===== src/rtl/uart_pkg.sv =====
// Shared UART receive-side definitions: frame bit positions, checker FSM
// encoding and counter limit.
package uart_pkg;

    localparam int BIT_INICIO  = 0;
    localparam int LSB_DATO    = 1;
    localparam int MSB_DATO    = 8;
    localparam int BIT_PARADA  = 9;
    localparam int ANCHO_TRAMA = 10;

    localparam logic [7:0] CONT_MAX = 8'd255;

    typedef enum logic {
        ESPERA   = 1'b0,
        VERIFICA = 1'b1
    } estado_t;

    // A frame is well formed when the start bit is low and the stop bit is high.
    function automatic logic trama_ok(input logic [ANCHO_TRAMA-1:0] t);
        return (t[BIT_INICIO] == 1'b0) && (t[BIT_PARADA] == 1'b1);
    endfunction

endpackage


===== src/rtl/verif_trama_fifo_rx.sv =====
// fifo_rx: show-ahead byte FIFO, PROF entries, pointers one bit wider than the
// address so full and empty are told apart by the MSB.
module fifo_rx
    import uart_pkg::*;
#(
    parameter  int PROF = 4,
    localparam int AP   = $clog2(PROF)
) (
    input  logic          clk_i,
    input  logic          rst_i,
    input  logic          wr_en,
    input  logic [7:0]    wr_dato,
    input  logic          rd_en,
    output logic [7:0]    rd_dato,
    output logic          full,
    output logic          empty,
    output logic [AP:0]   nivel
);

    logic [7:0]  mem [PROF];
    logic [AP:0] wr_ptr;
    logic [AP:0] rd_ptr;
    logic        rd_do;
    logic        wr_do;

    assign empty = (wr_ptr == rd_ptr);
    assign full  = (wr_ptr[AP] != rd_ptr[AP]) &&
                   (wr_ptr[AP-1:0] == rd_ptr[AP-1:0]);
    assign nivel = wr_ptr - rd_ptr;

    // A pop frees a slot in the same cycle, so a full FIFO still accepts a write.
    assign rd_do = rd_en && !empty;
    assign wr_do = wr_en && (!full || rd_do);

    assign rd_dato = empty ? 8'h00 : mem[rd_ptr[AP-1:0]];

    always_ff @(posedge clk_i) begin
        if (wr_do) begin
            mem[wr_ptr[AP-1:0]] <= wr_dato;
        end
    end

    always_ff @(posedge clk_i or posedge rst_i) begin
        if (rst_i) begin
            wr_ptr <= '0;
            rd_ptr <= '0;
        end else begin
            if (wr_do) wr_ptr <= wr_ptr + 1'b1;
            if (rd_do) rd_ptr <= rd_ptr + 1'b1;
        end
    end

endmodule


===== src/rtl/verif_trama.sv =====
// Frame checker and receive buffer behind the UART bit-capture stage.
// Optional error/overrun counters are built when VERIF_TRAMA_CONT_EN is defined.
module verif_trama
    import uart_pkg::*;
#(
    parameter  int PROF = 4,
    localparam int AP   = $clog2(PROF)
) (
    input  logic                   clk_i,
    input  logic                   rst_i,
    input  logic [ANCHO_TRAMA-1:0] trama_i,
    input  logic                   dato_compl_i,
    output logic [7:0]             dato_o,
    output logic                   dato_valid_o,
    input  logic                   dato_listo_i,
    output logic [AP:0]            nivel_o,
    output logic                   err_trama_o,
    output logic                   overrun_o,
    output logic [7:0]             cont_err_o,
    output logic [7:0]             cont_ovr_o,
    output estado_t                estado_o
);

    estado_t                estado;
    estado_t                estado_sig;
    logic                   compl_q;
    logic                   subida;
    logic [ANCHO_TRAMA-1:0] trama_r;
    logic                   wr_en;
    logic                   err_nxt;
    logic                   ovr_nxt;
    logic                   pop;
    logic                   full;
    logic                   empty;

    // Handshake: a byte is consumed at the edge where dato_valid_o && dato_listo_i.
    assign pop          = dato_valid_o && dato_listo_i;
    assign dato_valid_o = !empty;
    assign estado_o     = estado;

    // compl_q resets high so a level already asserted at reset release is ignored.
    assign subida = dato_compl_i && !compl_q;

    always_ff @(posedge clk_i or posedge rst_i) begin
        if (rst_i) begin
            estado      <= ESPERA;
            compl_q     <= 1'b1;
            trama_r     <= '0;
            err_trama_o <= 1'b0;
            overrun_o   <= 1'b0;
        end else begin
            estado      <= estado_sig;
            compl_q     <= dato_compl_i;
            err_trama_o <= err_nxt;
            overrun_o   <= ovr_nxt;
            if (estado == ESPERA && subida) begin
                trama_r <= trama_i;
            end
        end
    end

    always_comb begin
        estado_sig = estado;
        wr_en      = 1'b0;
        err_nxt    = 1'b0;
        ovr_nxt    = 1'b0;
        case (estado)
            ESPERA: begin
                if (subida) estado_sig = VERIFICA;
            end
            VERIFICA: begin
                estado_sig = ESPERA;
                if (!trama_ok(trama_r)) begin
                    err_nxt = 1'b1;
                end else if (!full || pop) begin
                    wr_en = 1'b1;
                end else begin
                    ovr_nxt = 1'b1;
                end
            end
            default: estado_sig = ESPERA;
        endcase
    end

    fifo_rx #(.PROF(PROF)) u_fifo (
        .clk_i   (clk_i),
        .rst_i   (rst_i),
        .wr_en   (wr_en),
        .wr_dato (trama_r[MSB_DATO:LSB_DATO]),
        .rd_en   (pop),
        .rd_dato (dato_o),
        .full    (full),
        .empty   (empty),
        .nivel   (nivel_o)
    );

`ifdef VERIF_TRAMA_CONT_EN
    logic [7:0] cont_err_q;
    logic [7:0] cont_ovr_q;

    // Counters step on the same edge the corresponding pulse is raised.
    always_ff @(posedge clk_i or posedge rst_i) begin
        if (rst_i) begin
            cont_err_q <= '0;
            cont_ovr_q <= '0;
        end else begin
            if (err_nxt && cont_err_q != CONT_MAX) cont_err_q <= cont_err_q + 8'd1;
            if (ovr_nxt && cont_ovr_q != CONT_MAX) cont_ovr_q <= cont_ovr_q + 8'd1;
        end
    end

    assign cont_err_o = cont_err_q;
    assign cont_ovr_o = cont_ovr_q;
`else
    assign cont_err_o = 8'h00;
    assign cont_ovr_o = 8'h00;
`endif

endmodule

===== config.mk =====
export PLATFORM = sky130hd
export DESIGN_NAME = verif_trama
export DESIGN_NICKNAME = d
export VERILOG_FILES = /design/src/rtl/uart_pkg.sv /design/src/rtl/verif_trama_fifo_rx.sv /design/src/rtl/verif_trama.sv
export SDC_FILE = /design/constraint.sdc
export NUM_CORES = 1
export LEC_CHECK = 0
export ABC_AREA = 1
export CAP_MARGIN = 20
export CORE_ASPECT_RATIO = 1.5
export CORE_MARGIN = 10
export CORE_UTILIZATION = 45
export DETAILED_ROUTE_END_ITERATION = 12
export PLACE_DENSITY = 0.76
export SLEW_MARGIN = 0
export SYNTH_ARGS = -nofsm -noshare
export SYNTH_HDL_FRONTEND = slang
export SYNTH_SLANG_ARGS = --single-unit

===== constraint.sdc =====
create_clock -name clk_i -period 2.21 [get_ports clk_i]
set_clock_uncertainty 0.15 [all_clocks]
set_input_delay 0.221 -clock clk_i [delete_from_list [all_inputs] [get_ports clk_i]]
set_output_delay 0.221 -clock clk_i [all_outputs]
set_load 0.005 [all_outputs]

Yosys cells after proc, flatten, opt, wreduce, memory -nomap -nowiden
Memories as Yosys holds them, arrays and structs flattened.
Cells that the tools add are included.
W data, S select, Z words.
{"block": "classes", "add_sub_neg": 3, "eq_ne": 3, "n_mux": 13, "n_bitwise": 2, "n_reduce_logical": 12}
{"operator": "$mux W1", "count": 11}
{"operator": "$mux W8", "count": 1}
{"operator": "$logic_and A1 B1 Y1", "count": 7}
{"operator": "$add A3 B1 Y3 const B", "count": 2}
{"operator": "$eq A3 B3 Y1", "count": 1}
{"operator": "$logic_not A1 Y1", "count": 3}
{"operator": "$sub A3 B3 Y3", "count": 1}
{"operator": "$eq A2 B2 Y1", "count": 1}
{"operator": "$logic_or A1 B1 Y1", "count": 2}
{"operator": "$not A1 Y1", "count": 2}
{"operator": "$pmux W1 S2", "count": 1}
{"operator": "$ne A1 B1 Y1", "count": 1}
{"block": "word_totals", "register_bits": 20, "ram_bits": 32, "out_inout_bits": 31, "n_memories": 1}
{"memory": "u_fifo.mem", "words": 4, "word_bits": 8, "rd": 1, "rd_clocked_by_memory_dff": 0, "write_ports": 1, "line": "verif_trama_fifo_rx.sv:20", "rtl": "logic [7:0] mem [PROF];"}

Depth between registers and ports, before layout
Gate-level depths: netlist (run 1).
{"block": "logic_depth", "depth_word": 10, "ltp_mapped": 9, "ltp_nobuf": 8}

By module
From an unflattened synthesis (run 1), not the netlist that was laid out.
{"block": "hier_totals", "hier_cells": 236, "area_unflattened_um2": 2459.9}
{"mod": "fifo_rx", "n_inst": 1, "cells_each": 157, "area_each_um2": 1750.4, "seq_area_each_um2": 1111.1}
{"mod": "verif_trama", "n_inst": 1, "cells_each": 79, "area_each_um2": 709.4, "seq_area_each_um2": 351.6}

Worst setup path after synthesis (run 1)
OpenSTA, ideal clock, no wires.
{"block": "synth_path", "path_kind": "register to register", "start": "reg u_fifo.rd_ptr[1]", "end": "mem u_fifo.mem[0][0], enable pin", "setup_ps": 371, "arrival_ps": 1603, "required_time_ps": 1689, "path_slack_ps": 86, "stages_incl_launch_ff": 9, "path_buffers": 1, "path_cell_list": "dfrtp_1 -> buf_2 -> inv_2 -> ha_1 -> nand2_1 -> nor2_1 -> nand2_4 -> nand2_4 -> nor2_1"}
{"block": "synth_between", "elab_chain_len": 10, "word_cells_on_any_way": 15, "classes_between": "eq/ne (2); mux (5); reduce/logical (8)"}
{"element": "from (decl)", "line": "verif_trama_fifo_rx.sv:22", "rtl": "logic [AP:0] rd_ptr;"}
{"element": "from (signal assigned)", "line": "verif_trama_fifo_rx.sv:49", "rtl": "if (rd_do) rd_ptr <= rd_ptr + 1'b1;"}
{"element": "$eq A3 B3 Y1 / $eq A2 B2 Y1 (equally long branches)", "line": "verif_trama_fifo_rx.sv:26, verif_trama_fifo_rx.sv:28"}
{"element": "$logic_not A1 Y1 / $logic_and A1 B1 Y1 (equally long branches)", "line": "verif_trama_fifo_rx.sv:32, verif_trama.sv:38, verif_trama_fifo_rx.sv:27"}
{"element": "$logic_and A1 B1 Y1 / $logic_not A1 Y1 (equally long branches)", "line": "verif_trama.sv:37, verif_trama_fifo_rx.sv:33, verif_trama.sv:75"}
{"element": "$logic_or A1 B1 Y1", "line": "verif_trama.sv:75", "rtl": "end else if (!full || pop) begin"}
{"element": "$mux W1", "line": "verif_trama.sv:75"}
{"element": "$mux W1", "line": "verif_trama.sv:73", "rtl": "if (!trama_ok(trama_r)) begin"}
{"element": "$mux W1", "line": "verif_trama.sv:67", "rtl": "case (estado)"}
{"element": "$logic_and A1 B1 Y1 (*)", "line": "verif_trama_fifo_rx.sv:33", "rtl": "assign wr_do = wr_en && (!full || rd_do);"}
{"element": "$mux W1 (*)", "line": "verif_trama_fifo_rx.sv:38", "rtl": "if (wr_do) begin"}
{"element": "$mux W1 (not written as such) (*)", "line": "verif_trama_fifo_rx.sv:39", "rtl": "mem[wr_ptr[AP-1:0]] <= wr_dato;"}
{"element": "to (decl)", "line": "verif_trama_fifo_rx.sv:20"}
Every way passes the cells marked *; elsewhere a longest branch is shown, timed or not.

Final worst setup path (run 1)
{"block": "layout_path", "start": "reg u_fifo.rd_ptr[1]", "end": "out nivel_o[1]"}
{"block": "layout_between", "elab_chain_len": 1}
{"element": "$sub A3 B3 Y3", "line": "verif_trama_fifo_rx.sv:29", "rtl": "assign nivel = wr_ptr - rd_ptr;"}
{"element": "to (decl)", "line": "verif_trama.sv:16", "rtl": "output logic [AP:0] nivel_o,"}
Every way passes these cells.

==> metrics.txt, run 1 <==
Non-Filler Instances=377; Synth Register Bits=52; worst setup path category=reg -> out; Synth Area in Simple Gates=21.3%; total global routing overflow=0; DRC=0; sum of negative setup slack=0 ps; Total GRT Usage=10.9%; Min-Delay Path Class=in -> async; total power=0.00351 W; vias in the first global route=1670; first drt pass iteration count=7; vias=1686; Clk pin slew, worst setup/hold paths=90 ps; I/O Pins=45; crit-path max FO=3; multiplexer share of the synthesized area=0%; Min Clock Period, post-route=2150 ps; leakage power=1.43 nW; crit path capture type=output port; Port Buf Inserts=28; first-pass GRT wire length=7580 microns; largest net degree at the start of global routing=36; Iteration-0 DRC Markers=103; worst skew pair latency=300 ps; hold_buf cts=0; Power per Cell Area=1170 nW/um^2; final critical-path share of the clock period=97.2%; largest family of logic cells by synthesized area=simple AND/OR/NAND/NOR gates; post-synthesis compound-gate area fraction=2.03%; max cap viols=0; CTS tree=built; GPL Wtd Cong=0.838; Area Growth Syn to Fin=21.7%; post-synthesis cell count=258; WL final=4610 microns; status=complete, no violations; Die ar.=8910 sq um; post-synth top area cell=edfxtp_1; XOR/XNOR Fraction of Synth Area=1.06%; final setup violation count=0; Max Clk Rate=0.466 GHz; yosys warns=0; total CTS buffers=5; post-synthesis adder-cell area fraction=4.36%; arrival time worst endpoint=1780 ps; VDD IR max=627 uV; syn avg cell area=9.56 sq um; initial antenna violation count=0; drt wl/cell=12.2 microns; Setup crit start kind=register; layout cell share with drive strength beyond 1=17.3%; Initial Util=45.6%; die width=80.5 microns; proportion of netlist area held by the largest area contributor=38.9%; die height=111 microns; htree depth=2; Post-DP HPWL=3430 microns; setup repair after global routing missed its margin=no; remaining antenna violation count=0; Yosys cell types=22; Final Hold Viols=0; Max clock buf depth=2; n_diodes=0; Seq/Total Area, Yosys=59.3%; core area=5410 sq um; fin nets=328; synthesized area=2470 sq um; row count=33; WHS=88.6 ps; largest cells by area after synthesis=edfxtp_1 39%, dfrtp_1 19%, nand2_1 12%, nor2_1 5.9%, buf_4 5.8%; post-placement cell count=365; fin util=55.5%; vias per cell=4.47; final slew viol count=0; root buffer cell=clkbuf_8; clock sinks=52; Worst EP required=1840 ps
-- stage by stage --
step | instance area [sq um] | setup slack, ps
global route | 3000 | 4.52
CTS | 3020 | 4.23
finish | 3000 | 62.1
detailed placement | 2850 | 75.9
global placement | 2850 | 113
floorplan | 2520 | 85.9
-- layout make-up --
class / count / area (sq um)
Fill cell: 499 / 2410
Sequential cell: 52 / 1460
Multi-Input combinational cell: 165 / 811
Timing Repair Buffer: 48 / 389
Inverter: 34 / 131
Tap cell: 70 / 87.6
Clock buffer: 6 / 82.6
Clock inverter: 2 / 38.8
-- what timing repair did --
item / CTS / global route
buffers inserted: 4 / 0
gates resized for setup: 20 / 19
endpoints found under the setup margin: 11 / 10
-- routing by layer --
metal  wire, microns  global-route usage [%]
met5               0                       0
met4             102                    5.31
met1            1820                    11.3
met3             319                    3.00
met2            2370                    18.9
-- power breakdown --
group	total, W	switching, W	internal [W]
clock network	0.000663	0.000293	0.000370
registers	0.00123	0.0000819	0.00115
logic	0.00161	0.000878	0.000736
-- state kept, by name (all words and copies together), names as in the netlist --
| name | cells |
|---|---|
| compl_q | 1 |
| err_trama_o | 1 |
| estado_o | 1 |
| overrun_o | 1 |
| trama_r | 10 |
| u_fifo.mem | 32 |
| u_fifo.rd_ptr | 3 |
| u_fifo.wr_ptr | 3 |
-- cell usage after synthesis (all sizes together) --
library cell / n
a21oi: 9
nor3: 1
fa: 1
nor2: 39
dfrtp: 19
inv: 34
nand2: 81
xor2: 3
ha: 7
conb: 1
nand3: 6
nand3b: 1
dfstp: 1
edfxtp: 32
buf: 22
o21ai: 1
-- cells in the final DEF, fill, tap and decap left out, types with 2 or more instances in the layout --
cell / n
a21oi_1: 2
clkbuf_8: 6
nand2_1: 77
clkdlybuf4s50_1: 17
a21oi_2: 7
nand3_1: 5
edfxtp_1: 32
inv_1: 32
nand2_2: 2
nand2_4: 2
ha_1: 6
xor2_1: 3
dfrtp_1: 19
buf_4: 20
nor2_1: 39
clkdlybuf4s15_1: 2
clkbuf_2: 8
conb_1: 16
-- path summary, 6_finish.rpt --
kind	from	endpoint	slack, ps	cells after the start
min in group clk_i	dato_compl_i	compl_q	200	1
setup / recovery	u_fifo.rd_ptr[1]	nivel_o[1]	60	5
max in group asynchronous	rst_i	compl_q	1550	3
setup reg to reg	u_fifo.rd_ptr[1]	u_fifo.mem[2][6]	410	8
hold reg to reg	trama_r[9]	err_trama_o	340	1
hold / removal	rst_i	trama_r[8]	90	3
-- kinds of logic after synthesis --
group	Yosys count
other	1
AO/OA/AOI/OAI	10
AND/OR/NAND/NOR	128
buffers and inverters	56
flip-flops	52
adder cells (fa/ha/maj)	8
XOR/XNOR	3
-- critical path: stages (launching register included) --
cell and delay (ps):
dfrtp_1 410, buf_4 150, buf_4 140, fa_2 550, inv_1 40, clkdlybuf4s15_1 190
Note: power is estimated with default switching activity, not from simulation.
==> run 2, diff against run 1 <==
--- a/config.mk
+++ b/config.mk
@@ -9,9 +9,9 @@
 export CAP_MARGIN = 20
 export CORE_ASPECT_RATIO = 1.5
 export CORE_MARGIN = 10
-export CORE_UTILIZATION = 45
+export CORE_UTILIZATION = 47
 export DETAILED_ROUTE_END_ITERATION = 12
-export PLACE_DENSITY = 0.76
+export PLACE_DENSITY = 0.79
 export SLEW_MARGIN = 0
 export SYNTH_ARGS = -nofsm -noshare
 export SYNTH_HDL_FRONTEND = slang
==> run 2 against run 1 <==
Compared with the run above:
- the flow now finishes with violations (setup timing)
- fmax decreased by 11%
- sequential power is essentially flat
- routed wire length down 0.20%
- cell count up 0.53%
- largest power group unchanged
- highest routed layer unchanged
==> metrics.txt, run 2 (synthesized netlist as in run 1, its figures left out) <==
drt wl/cell=12.1 microns; Max Clk Rate=0.414 GHz; Worst Reg-to-Reg Cells=8; fin nets=332; leakage power=1.46 nW; most common cell after layout, fill and taps aside=nand2_1; total global routing overflow=0; fillers=440; worst setup path category=reg -> out; Final WS setup=-203 ps; sum of negative setup slack=-898 ps; Final Hold Viols=0; final slew viol count=0; core area=5120 sq um; VDD IR max=585 uV; hold_buf cts=0; failing checks=setup timing; most frequent cells in the layout=76 x nand2_1, 39 x nor2_1, 32 x edfxtp_1, 29 x inv_1; met1 WL=1750 microns; total CTS buffers=5; first-pass GRT wire length=7580 microns; row count=32; vias=1699; largest net degree at the start of global routing=36; crit-path max FO=8; Min-Delay Path Class=in -> async; WL met3=439 microns; DRC=0; RR Startpoint=u_fifo.rd_ptr[0]; sw frac=36.0%; Setup crit start kind=register; layout cell share with drive strength beyond 1=16.1%; power share of the combinational group=51.4%; status=complete, but fails checks; Non-Filler Instances=379; setup repair after global routing missed its margin=yes; htree depth=2; final setup violation count=6; fin util=59.7%; Total GRT Usage=11.1%; P_int=0.00239 W; post-placement cell count=359; arrival time worst endpoint=2040 ps; Setup crit start=u_fifo.wr_ptr[0]; met2 WL post-DR=2370 microns; Area Growth Syn to Fin=24.1%; Switch Pwr=0.00134 W; Die ar.=8610 sq um; n_diodes=0; die height=109 microns; Port Buf Inserts=28; first drt pass iteration count=4; Power per Cell Area=1220 nW/um^2; total power=0.00373 W; clock sinks=52; GPL Wtd Cong=0.738; final critical-path share of the clock period=109%; Max clock buf depth=2; vias per cell=4.48; max reg flops=32; max cap viols=0; Clk pin slew, worst setup/hold paths=100 ps; Top Layer Used=met4; I/O Pins=45; WL final=4600 microns; worst skew pair latency=310 ps; clock group share of total power=15.3%; WHS=85.1 ps; remaining antenna violation count=0; initial antenna violation count=0; Worst EP required=1840 ps; CTS tree=built; root buffer cell=clkbuf_8; Iteration-0 DRC Markers=76; Flop pwr share=33.3%; vias in the first global route=1618; Initial Util=48.1%; crit path capture type=output port; Min Clock Period, post-route=2410 ps; die width=79.2 microns; Post-DP HPWL=3170 microns
run 2: per-stage QoR:
step | worst slack (ps) | area, sq um
3_5_place_dp | 104 | 2820
3_3_place_gp | 140 | 2820
6_report | -203 | 3060
2_1_floorplan | 85.9 | 2520
4_1_cts | -233 | 3000
5_1_grt | -345 | 3060
run 2: path summary, 6_finish.rpt:
path / endpoint / slack (ps)
worst min register to register: err_trama_o / 330
max in group asynchronous: compl_q / 1560
min in group clk_i: compl_q / 190
worst max-delay path: dato_o[6] / -200
worst max register to register: u_fifo.mem[0][0] / 330
worst min-delay path: u_fifo.rd_ptr[0] / 90
run 2: area by class of cell:
| class | count | area (sq um) | share of cell area [%] |
|---|---|---|---|
| Timing Repair Buffer | 52 | 467 | 15.2 |
| Tap cell | 68 | 85.1 | 2.78 |
| Inverter | 34 | 131 | 4.29 |
| Multi-Input combinational cell | 165 | 813 | 26.6 |
| Clock inverter | 3 | 33.8 | 1.10 |
| Sequential cell | 52 | 1460 | 47.8 |
| Clock buffer | 5 | 68.8 | 2.25 |
run 2: layer usage:
layer,GRT usage (%),vias to the layer above
li1,-,864
met1,11.8,781
met2,19.3,52
met3,4.61,2
met4,3.86,0
met5,0,-
run 2: repair_timing:
item | 4_1_cts | 5_1_grt
gates cloned | 0 | 0
pin swaps | 2 | 2
resized for setup | 20 | 4
buffers inserted | 6 | 6
setup endpoints to repair | 11 | 10
run 2: critical path, stage by stage, from the launching register on:
cell and delay [ps]:
dfrtp_1 410, inv_2 80, ha_4 210, nand2_4 60, inv_2 40, nand3_4 60
clkinvlp_4 180, a21oi_1 160, clkdlybuf4s50_1 520
run 2: power groups by stage:
| stage | clock (W) | combinational (W) | sequential, W |
|---|---|---|---|
| final | 0.000570 | 0.00192 | 0.00124 |
| after global placement | 0 | 0.00159 | 0.00124 |
| after global routing | 0.000632 | 0.00215 | 0.00126 |
| after floorplan | 0 | 0.000889 | 0.00124 |
| after detailed placement | 0 | 0.00162 | 0.00125 |
| after CTS | 0.000583 | 0.00179 | 0.00124 |
==> variant (config.mk and constraints of run 1) <==
`PROF` is set to 4 in 2 places; all go to 2.
--- a/src/rtl/verif_trama_fifo_rx.sv
+++ b/src/rtl/verif_trama_fifo_rx.sv
@@ -3,7 +3,7 @@
 module fifo_rx
     import uart_pkg::*;
 #(
-    parameter  int PROF = 4,
+    parameter  int PROF = 2,
     localparam int AP   = $clog2(PROF)
 ) (
     input  logic          clk_i,
--- a/src/rtl/verif_trama.sv
+++ b/src/rtl/verif_trama.sv
@@ -3,7 +3,7 @@
 module verif_trama
     import uart_pkg::*;
 #(
-    parameter  int PROF = 4,
+    parameter  int PROF = 2,
     localparam int AP   = $clog2(PROF)
 ) (
     input  logic                   clk_i,
Interface: changed (resized nivel_o); port bits go from 45 to 44. The function was not compared with the original's and may differ.
==> variant against run 1 <==
Utilization is 2.7 points higher; largest power group unchanged; total power is 31% lower; via count is 38% lower; sequential cell count is 18 lower; setup slack better by 67 ps; area after synthesis is 37% lower; final cell count is 35% lower; cell area is 34% lower; wire length is 40% lower; critical path type unchanged; sequential power is 33% lower; first-iteration DRC count is 87% lower.
==> variant: results (changes against run 1) <==
vias per cell 4.24 (was 4.47); clock root cell clkbuf_8 (unchanged); Clock power frac 0.224 (was 0.189); post-synth cell types 20 (was 22); VDD IR max 0.000977 V (was 0.000627 V); XOR/XNOR Fraction of Synth Area 0.0168 (was 0.0106); DRT Pass-1 Iters 2 (was 7); WL met2 1410 um (was 2370 um); compound-gate portion of the synthesized area 0.00639 (was 0.0203); via count 1040 (was 1686); crit path to dato_o[7] (was nivel_o[1]); worst r2r dst u_fifo.mem[0][5] (was u_fifo.mem[2][6]); Power Total 2.41 mW (was 3.51 mW); drt total wl 2740 um (was 4610 um); port bufs 27 (was 28); Worst-Skew Late Latency 280 ps (was 300 ps); Worst Path Max Fanout 5 (was 3); met2 GRT Util 0.174 (was 0.189); Worst Path Arrival 1710 ps (was 1780 ps); Top delay family on crit path buffers and inverters (was adder cells); adder-cell share of the synthesized area 0.00799 (was 0.0436); synth top area cells edfxtp_1 31%, dfrtp_1 27%, nand2_1 18% (was edfxtp_1 39%, dfrtp_1 19%, nand2_1 12%); Placed Cells incl. Taps 234 (was 365); most common flop cell mapped by yosys dfrtp_1 (was edfxtp_1); CP max stage delay 490 ps (was 550 ps); register share of total power 0.342 (was 0.351); status completed (unchanged); Worst Max-Slew Pin Slew 684 ps; crit path from u_fifo.rd_ptr[0] (was u_fifo.rd_ptr[1]); Final GP Congestion 0.712 (was 0.838); fill count 316 (was 499); pre-CTS WS 241 ps (was 75.9 ps); number of global-route vias before repair 1046 (was 1670); largest net degree at the start of global routing 19 (was 36); share of cells above drive strength 1 0.118 (was 0.173); M1 GR Usage 0.0762 (was 0.113); sequential-to-total area share from yosys stat 0.596 (was 0.593); initial DRC count 13 (was 103); Total GRT Usage 0.0951 (was 0.109); met3 WL post-DR 215 um (was 319 um); Pleak 0.983 nW (was 1.43 nW); R2R Setup Slk 440 ps (was 410 ps); Detailed Place HPWL 2070 um (was 3430 um); final critical-path required period 2080 ps (was 2150 ps); count of nets after finishing 217 (was 328); M3 GR Usage 0.0195 (was 0.0300); CTS clk-pin slew, worst paths 70 ps (was 90 ps); path type of the worst min-delay path primary input to async pin (unchanged); FFs w/ async S/R, synth 0.529 (was 0.385); Mapped Avg Cell Area 9.37 um2 (was 9.56 um2); max reg flops 16 (was 32); number of synthesized flops with an enable pin 16 (was 32); first-pass GRT wire length 4460 um (was 7580 um); Reg2Reg Depth 6 (was 8); met1 WL 1000 um (was 1820 um); Slowest-stage cell, CP clkdlybuf4s50_1 (was fa_2); top post-synthesis cells by count 74 x nand2_1, 17 x dfrtp_1, 16 x buf_4, 16 x edfxtp_1, 15 x inv_1 (was 77 x nand2_1, 39 x nor2_1, 33 x inv_1); Placed Area 1810 um2 (was 2850 um2); switch share 0.321 (was 0.357); antenna violations before repair 0 (unchanged)
variant: worst min-delay path by stage:
stage / from / to / slack, ps / cells past startpoint
finish: rst_i / err_trama_o / 190 / 2
detailed placement: trama_r[4] / u_fifo.mem[0][3] / 310 / 0
global route: dato_compl_i / compl_q / 230 / 1
floorplan: rst_i / err_trama_o / 9 / 1
CTS: rst_i / u_fifo.rd_ptr[0] / 210 / 2
global placement: trama_r[3] / u_fifo.mem[0][2] / 300 / 0
variant: timing repair:
| action | in CTS | in global routing |
|---|---|---|
| hold buffers | 0 | 0 |
| setup buffers | 1 | 1 |
| endpoints found under the setup margin | 8 | 6 |
| pin swaps | 1 | 0 |
| resized for setup | 3 | 3 |
| gates cloned | 1 | 0 |
variant: final cells by class:
cell class              instances  area [um2]  share of cell area
repair buffers                 31         304               0.154
flip-flops and latches         34         932               0.473
clock inverters                 1        30.0              0.0152
well taps                      42        52.6              0.0267
multi-input cells             111         500               0.254
inverters                      19        73.8              0.0375
clock buffers                   7        76.3              0.0388
